### src/rtl/lcd_seq_ctrl.sv
`default_nettype none
// ============================================================================
// lcd_seq_ctrl : LCD power-up/init command sequencer and rectangular fill
//                streamer. Define LCD_SEQ_IDLE_GAP_EN for an idle cycle
//                after every word issued.
// Revision     : 1.0
// ============================================================================
module lcd_seq_ctrl #(
   parameter int unsigned PWR_DLY_CYC    = 1000,
   parameter int unsigned SWRST_DLY_CYC  = 500000,
   parameter int unsigned SLPOUT_DLY_CYC = 6000000,
   parameter logic [7:0]  MADCTL_VAL     = 8'h48,
   parameter int unsigned CNT_W          = 32
) (
   input  logic        clk,
   input  logic        reset,
   output logic [1:0]  lcd_ctrl,
   output logic [15:0] data,
   output logic        init_done,
   output logic        busy,
   input  logic        fill_req,
   input  logic [15:0] fill_x0,
   input  logic [15:0] fill_x1,
   input  logic [15:0] fill_y0,
   input  logic [15:0] fill_y1,
   input  logic [15:0] pix_data,
   input  logic        pix_valid,
   output logic        pix_ready,
   output logic        fill_done,
   output logic        fill_err
);

   localparam logic [2:0] S_PWR   = 3'd0;
   localparam logic [2:0] S_INIT  = 3'd1;
   localparam logic [2:0] S_IDLE  = 3'd2;
   localparam logic [2:0] S_CASET = 3'd3;
   localparam logic [2:0] S_PASET = 3'd4;
   localparam logic [2:0] S_RAMWR = 3'd5;
   localparam logic [2:0] S_PIX   = 3'd6;

   localparam logic [1:0] K_IDLE = 2'b00;
   localparam logic [1:0] K_CMD  = 2'b01;
   localparam logic [1:0] K_DATA = 2'b10;

   localparam logic [3:0]       c_ROM_LAST = 4'd8;
   localparam logic [CNT_W-1:0] c_ONE      = {{(CNT_W-1){1'b0}}, 1'b1};
   localparam logic [CNT_W-1:0] c_PWR_N    = CNT_W'(PWR_DLY_CYC);
   localparam logic [CNT_W-1:0] c_SWRST_N  = CNT_W'(SWRST_DLY_CYC);
   localparam logic [CNT_W-1:0] c_SLPOUT_N = CNT_W'(SLPOUT_DLY_CYC);

`ifdef LCD_SEQ_IDLE_GAP_EN
   localparam logic c_GAP_EN = 1'b1;
`else
   localparam logic c_GAP_EN = 1'b0;
`endif

   logic [2:0]       state_q, state_d;
   logic [3:0]       idx_q, idx_d;
   logic [2:0]       step_q, step_d;
   logic [CNT_W-1:0] cnt_q, cnt_d;
   logic [CNT_W-1:0] pix_cnt_q, pix_cnt_d;
   logic [15:0]      x0_q, x0_d, x1_q, x1_d, y0_q, y0_d, y1_q, y1_d;
   logic [1:0]       ctrl_q, ctrl_d;
   logic [15:0]      data_q, data_d;
   logic             init_done_q, init_done_d;
   logic             busy_q, busy_d;
   logic             fill_done_q, fill_done_d;
   logic             fill_err_q, fill_err_d;
   logic             gap_q, gap_d;

   logic [1:0]       w_rom_kind;
   logic [7:0]       w_rom_byte;
   logic [CNT_W-1:0] w_rom_wait;
   logic [1:0]       w_win_kind;
   logic [15:0]      w_win_data;
   logic [15:0]      w_lo, w_hi;
   logic [16:0]      w_span_x, w_span_y;
   logic [33:0]      w_area;
   logic             w_pix_ready;

   // Init ROM: kind K_IDLE marks a wait entry whose length is w_rom_wait.
   always_comb begin
      w_rom_kind = K_IDLE;
      w_rom_byte = 8'h00;
      w_rom_wait = c_ONE;
      case (idx_q)
         4'd0: begin w_rom_kind = K_CMD;  w_rom_byte = 8'h01;      end
         4'd1: w_rom_wait = c_SWRST_N;
         4'd2: begin w_rom_kind = K_CMD;  w_rom_byte = 8'h11;      end
         4'd3: w_rom_wait = c_SLPOUT_N;
         4'd4: begin w_rom_kind = K_CMD;  w_rom_byte = 8'h3A;      end
         4'd5: begin w_rom_kind = K_DATA; w_rom_byte = 8'h55;      end
         4'd6: begin w_rom_kind = K_CMD;  w_rom_byte = 8'h36;      end
         4'd7: begin w_rom_kind = K_DATA; w_rom_byte = MADCTL_VAL; end
         4'd8: begin w_rom_kind = K_CMD;  w_rom_byte = 8'h29;      end
         default: ;
      endcase
   end

   always_comb begin
      w_lo       = (state_q == S_PASET) ? y0_q : x0_q;
      w_hi       = (state_q == S_PASET) ? y1_q : x1_q;
      w_win_kind = K_DATA;
      w_win_data = 16'h0000;
      case (step_q)
         3'd0: begin
            w_win_kind = K_CMD;
            w_win_data = (state_q == S_PASET) ? 16'h002B : 16'h002A;
         end
         3'd1: w_win_data = {8'h00, w_lo[15:8]};
         3'd2: w_win_data = {8'h00, w_lo[7:0]};
         3'd3: w_win_data = {8'h00, w_hi[15:8]};
         3'd4: w_win_data = {8'h00, w_hi[7:0]};
         default: ;
      endcase
   end

   assign w_span_x    = {1'b0, fill_x1} - {1'b0, fill_x0} + 17'd1;
   assign w_span_y    = {1'b0, fill_y1} - {1'b0, fill_y0} + 17'd1;
   assign w_area      = {17'd0, w_span_x} * {17'd0, w_span_y};
   assign w_pix_ready = (state_q == S_PIX) && (pix_cnt_q != '0) && !gap_q;

   always_comb begin
      state_d     = state_q;
      idx_d       = idx_q;
      step_d      = step_q;
      cnt_d       = cnt_q;
      pix_cnt_d   = pix_cnt_q;
      x0_d        = x0_q;
      x1_d        = x1_q;
      y0_d        = y0_q;
      y1_d        = y1_q;
      ctrl_d      = K_IDLE;
      data_d      = 16'h0000;
      init_done_d = init_done_q;
      busy_d      = busy_q;
      fill_done_d = 1'b0;
      fill_err_d  = 1'b0;
      case (state_q)
         S_PWR: begin
            if (cnt_q + c_ONE >= c_PWR_N) begin
               state_d = S_INIT;
               cnt_d   = '0;
               idx_d   = 4'd0;
            end else begin
               cnt_d = cnt_q + c_ONE;
            end
         end
         S_INIT: begin
            if (w_rom_kind == K_IDLE) begin
               if (cnt_q + c_ONE >= w_rom_wait) begin
                  cnt_d = '0;
                  idx_d = idx_q + 4'd1;
               end else begin
                  cnt_d = cnt_q + c_ONE;
               end
            end else if (!gap_q) begin
               ctrl_d = w_rom_kind;
               data_d = {8'h00, w_rom_byte};
               if (idx_q == c_ROM_LAST) begin
                  init_done_d = 1'b1;
                  busy_d      = 1'b0;
                  state_d     = S_IDLE;
               end else begin
                  idx_d = idx_q + 4'd1;
               end
            end
         end
         S_IDLE: begin
            if (fill_req) begin
               if ((fill_x1 < fill_x0) || (fill_y1 < fill_y0)) begin
                  fill_err_d = 1'b1;
               end else begin
                  x0_d      = fill_x0;
                  x1_d      = fill_x1;
                  y0_d      = fill_y0;
                  y1_d      = fill_y1;
                  pix_cnt_d = CNT_W'(w_area);
                  busy_d    = 1'b1;
                  step_d    = 3'd0;
                  state_d   = S_CASET;
               end
            end
         end
         S_CASET, S_PASET: begin
            if (!gap_q) begin
               ctrl_d = w_win_kind;
               data_d = w_win_data;
               if (step_q == 3'd4) begin
                  step_d  = 3'd0;
                  state_d = (state_q == S_CASET) ? S_PASET : S_RAMWR;
               end else begin
                  step_d = step_q + 3'd1;
               end
            end
         end
         S_RAMWR: begin
            if (!gap_q) begin
               ctrl_d  = K_CMD;
               data_d  = 16'h002C;
               state_d = S_PIX;
            end
         end
         S_PIX: begin
            // A window whose area truncates to zero has nothing to stream.
            if (pix_cnt_q == '0) begin
               fill_done_d = 1'b1;
               busy_d      = 1'b0;
               state_d     = S_IDLE;
            end else if (pix_valid && w_pix_ready) begin
               ctrl_d    = K_DATA;
               data_d    = pix_data;
               pix_cnt_d = pix_cnt_q - c_ONE;
               if (pix_cnt_q == c_ONE) begin
                  fill_done_d = 1'b1;
                  busy_d      = 1'b0;
                  state_d     = S_IDLE;
               end
            end
         end
         default: state_d = S_PWR;
      endcase
      gap_d = c_GAP_EN && (ctrl_d != K_IDLE);
   end

   always_ff @(posedge clk or posedge reset) begin
      if (reset) begin
         state_q     <= S_PWR;
         idx_q       <= 4'd0;
         step_q      <= 3'd0;
         cnt_q       <= '0;
         pix_cnt_q   <= '0;
         x0_q        <= 16'h0000;
         x1_q        <= 16'h0000;
         y0_q        <= 16'h0000;
         y1_q        <= 16'h0000;
         ctrl_q      <= K_IDLE;
         data_q      <= 16'h0000;
         init_done_q <= 1'b0;
         busy_q      <= 1'b1;
         fill_done_q <= 1'b0;
         fill_err_q  <= 1'b0;
         gap_q       <= 1'b0;
      end else begin
         state_q     <= state_d;
         idx_q       <= idx_d;
         step_q      <= step_d;
         cnt_q       <= cnt_d;
         pix_cnt_q   <= pix_cnt_d;
         x0_q        <= x0_d;
         x1_q        <= x1_d;
         y0_q        <= y0_d;
         y1_q        <= y1_d;
         ctrl_q      <= ctrl_d;
         data_q      <= data_d;
         init_done_q <= init_done_d;
         busy_q      <= busy_d;
         fill_done_q <= fill_done_d;
         fill_err_q  <= fill_err_d;
         gap_q       <= gap_d;
      end
   end

   assign lcd_ctrl  = ctrl_q;
   assign data      = data_q;
   assign init_done = init_done_q;
   assign busy      = busy_q;
   assign pix_ready = w_pix_ready;
   assign fill_done = fill_done_q;
   assign fill_err  = fill_err_q;

endmodule
`default_nettype wire

### config.mk
export PLATFORM = sky130hd
export DESIGN_NAME = lcd_seq_ctrl
export DESIGN_NICKNAME = d
export VERILOG_FILES = /design/src/rtl/lcd_seq_ctrl.sv
export SDC_FILE = /design/constraint.sdc
export NUM_CORES = 1
export LEC_CHECK = 0
export CORE_MARGIN = 2
export CORE_UTILIZATION = 32
export DETAILED_ROUTE_END_ITERATION = 12
export SETUP_SLACK_MARGIN = 0.15
export SLEW_MARGIN = 20
export SYNTH_ARGS = -nofsm -noshare
export SYNTH_HDL_FRONTEND = slang
export SYNTH_SLANG_ARGS = --single-unit
### constraint.sdc
create_clock -name clk -period 8.8 [get_ports clk]
set_clock_uncertainty 0.1 [all_clocks]
set_input_delay 1.76 -clock clk [delete_from_list [all_inputs] [get_ports clk]]
set_output_delay 1.76 -clock clk [all_outputs]
set_load 0.05 [all_outputs]
==> results.sh <==
export IMPL_grt_max_degree=89
export IMPL_cp_slowest_stage_delay_ps=540
export IMPL_ys_seq_area_share_pct=19.42
export IMPL_hold_path_class="flip-flop to flip-flop"
export IMPL_clock_sinks=160
export IMPL_async_flop_share_pct=100.0
export IMPL_relSlewSlack_pct=31.19
export IMPL_tightest_slew_ps=1023
export IMPL_ff2ff_path_depth=16
export IMPL_nNetsFinal=3273
export IMPL_grt_pass1_wl_um=99220
export IMPL_antenna_found_initial=1
export IMPL_reg2reg_slack_ps=3250
export IMPL_final_common_cell="inv_1"
export IMPL_start_util_pct=32.16
export IMPL_overflow=0
export IMPL_root_buffer="clkbuf_16"
export IMPL_syn_nets=2855
export IMPL_syn_inst=2341
export IMPL_clk_pin_slew_worst_paths_ps=70
export IMPL_dp_hpwl_um=48990
export IMPL_port_buffers=106
export IMPL_status="finished with violations"
export IMPL_syn_area_sq_um=20620
export IMPL_cp_slowest_cell="fa_1"
export IMPL_h_tree_depth=4
export IMPL_final_cell_mix="inv_1, buf_4, nand2_1"
export IMPL_rr_endpoint="cnt_q[14]"
export IMPL_violations="negative setup slack"
export IMPL_r2r_start="cnt_q[0]"
export IMPL_firstDrtPassIters=8
export IMPL_die_w_um=257.9
export IMPL_syn_to_final_growth_pct=32.09
export IMPL_slew_viol_final=0
export IMPL_insertion_delay_ps=470
export IMPL_wire_per_inst_um=16.93
export IMPL_cts_tree="yes"
export IMPL_yosysWarnings=0
export IMPL_numCtsBuffers=17
export IMPL_synth_area_leader_cell="fa_1"
export IMPL_synthTopCellsByArea="fa_1, dfrtp_1, ha_1"
export IMPL_coreArea_sq_um=64120
export IMPL_path_max_fanout=5
export IMPL_layout_cells_non_filler=3628
export IMPL_hold_slack_ps=407.3
export IMPL_vias=18090
export IMPL_cp_startpoint="fill_x0[2]"
export IMPL_routabilityCongestion=0.8782
export IMPL_drive_gt1_share_pct=25.07
export IMPL_rsz0062_at_grt="true"
export IMPL_dpl_cell_count=3548
export IMPL_chipHeight_um=257.9
export IMPL_routed_wl_um=61420
export IMPL_fin_crit_sh_pct=105.9
export IMPL_crit_type="input port to flip-flop"
export IMPL_ys_flop_type="dfrtp_1"
export IMPL_dp_slack_ps=-1562
export IMPL_ioPinCount=107
export IMPL_cts_hold_buffers=0
export IMPL_finalCriticalPeriod_ps=9317
export IMPL_end_kind="flip-flop"
export IMPL_synth_edf_count=0
export IMPL_fmax_mhz=107.3
export IMPL_dieArea_sq_um=66490
export IMPL_first_iter_violations=996
export IMPL_grt_pass1_vias=18990
export IMPL_ys_seq_elements=160
export IMPL_cp_required_ps=9050
export IMPL_synthDistinctLibCells=82
export IMPL_grt_use_total_pct=18.76
export IMPL_cp_arrival_ps=9570
export IMPL_clockBufferDepth=2
export IMPL_via_per_inst=4.985
export IMPL_synth_top_area_share_pct=23.20
export IMPL_setup_slack_ps=-517.4
export IMPL_drv_cap=0
export IMPL_placed_cell_area_sq_um=25360
export IMPL_rows=93
export IMPL_hold_violations=0
export IMPL_cp_start_kind="input port"
export IMPL_syn_area_per_cell_sq_um=8.809
export IMPL_design_area_sq_um=27240
export IMPL_drc=0
export IMPL_crit_path_end="pix_cnt_q[31]"
export IMPL_setup_viol=15
export IMPL_ant_nets=0
[area by class of cell]
| type | count | area [sq um] |
|---|---|---|
| fill | 6165 | 36880 |
| multi-input combinational | 1705 | 15880 |
| timing repair buffer | 492 | 4235 |
| sequential | 160 | 4005 |
| inverter | 383 | 1455 |
| tap | 855 | 1070 |
| clock buffer | 20 | 446.7 |
| clock inverter | 12 | 148.9 |
| antenna | 1 | 2.502 |
[critical path, delay by kind of cell]
family	cells	cell delay, ps
compound gates	13	2450
xor+xnor	3	540
fa+ha+maj	9	3800
buf+inv	8	680
simple gates	4	340
[metal layers]
metal | up-vias | routed length [um] | track usage (%)
met4 | 0 | 2291 | 7.755
li1 | 8507 | - | -
met2 | 527 | 29470 | 31.97
met3 | 109 | 3461 | 3.298
met1 | 8943 | 26190 | 23.44
met5 | - | 0 | 0
[Yosys cell counts, types with 54 or more instances]
| master | n |
|---|---|
| ha_1 | 191 |
| dfrtp_1 | 159 |
| nor2_1 | 129 |
| xnor2_1 | 54 |
| a21oi_1 | 87 |
| fa_1 | 239 |
| inv_1 | 383 |
| and2_1 | 81 |
| nand2_1 | 280 |
| o21ai_0 | 118 |
| clkbuf_1 | 80 |
| mux2_2 | 66 |
[how the worst min path moves through the flow]
stage,cells after the start,to,start
after global placement,2,pix_cnt_q[15],pix_cnt_q[15]
after global routing,1,x0_q[7],x0_q[7]
final,1,x1_q[4],x1_q[4]
after CTS,1,y0_q[9],y0_q[9]
after detailed placement,1,x0_q[4],x0_q[4]
after floorplan,2,pix_cnt_q[15],pix_cnt_q[15]
[sequential cells by signal, indices dropped and copies added (netlist names)]
signal	cells
pix_cnt_q	32
busy	1
step_q	3
state_q	3
init_done	1
x1_q	16
data	16
fill_done	1
y0_q	16
x0_q	16
fill_err	1
y1_q	16
lcd_ctrl	2
cnt_q	32
idx_q	4
[kinds of logic after synthesis]
| family | share of synthesized area, % |
|---|---|
| flip-flops | 19.42 |
| adder cells (fa/ha/maj) | 34.79 |
| XOR/XNOR | 3.550 |
| multiplexers | 4.332 |
| AND/OR/NAND/NOR | 17.09 |
| AO/OA/AOI/OAI | 11.98 |
| buffers and inverters | 8.834 |
[through the flow]
step | util, % | setup TNS, ps
final | 42.48 | -5465
after global routing | 42.48 | -9350
after CTS | 41.54 | -6221
after detailed placement | 39.55 | -22570
after global placement | 39.55 | -20400
after floorplan | - | -3460
[repair_timing]
item / 4_1_cts / 5_1_grt
endpoints found under the setup margin: 19 / 21
pin swaps: 102 / 90
setup buffers: 27 / 17
gates resized for setup: 147 / 111
gates cloned: 1 / 2
Power is left out: the tool's default activity adds up to more than one toggle a clock period on the data nets, which glitch-free logic cannot reach.
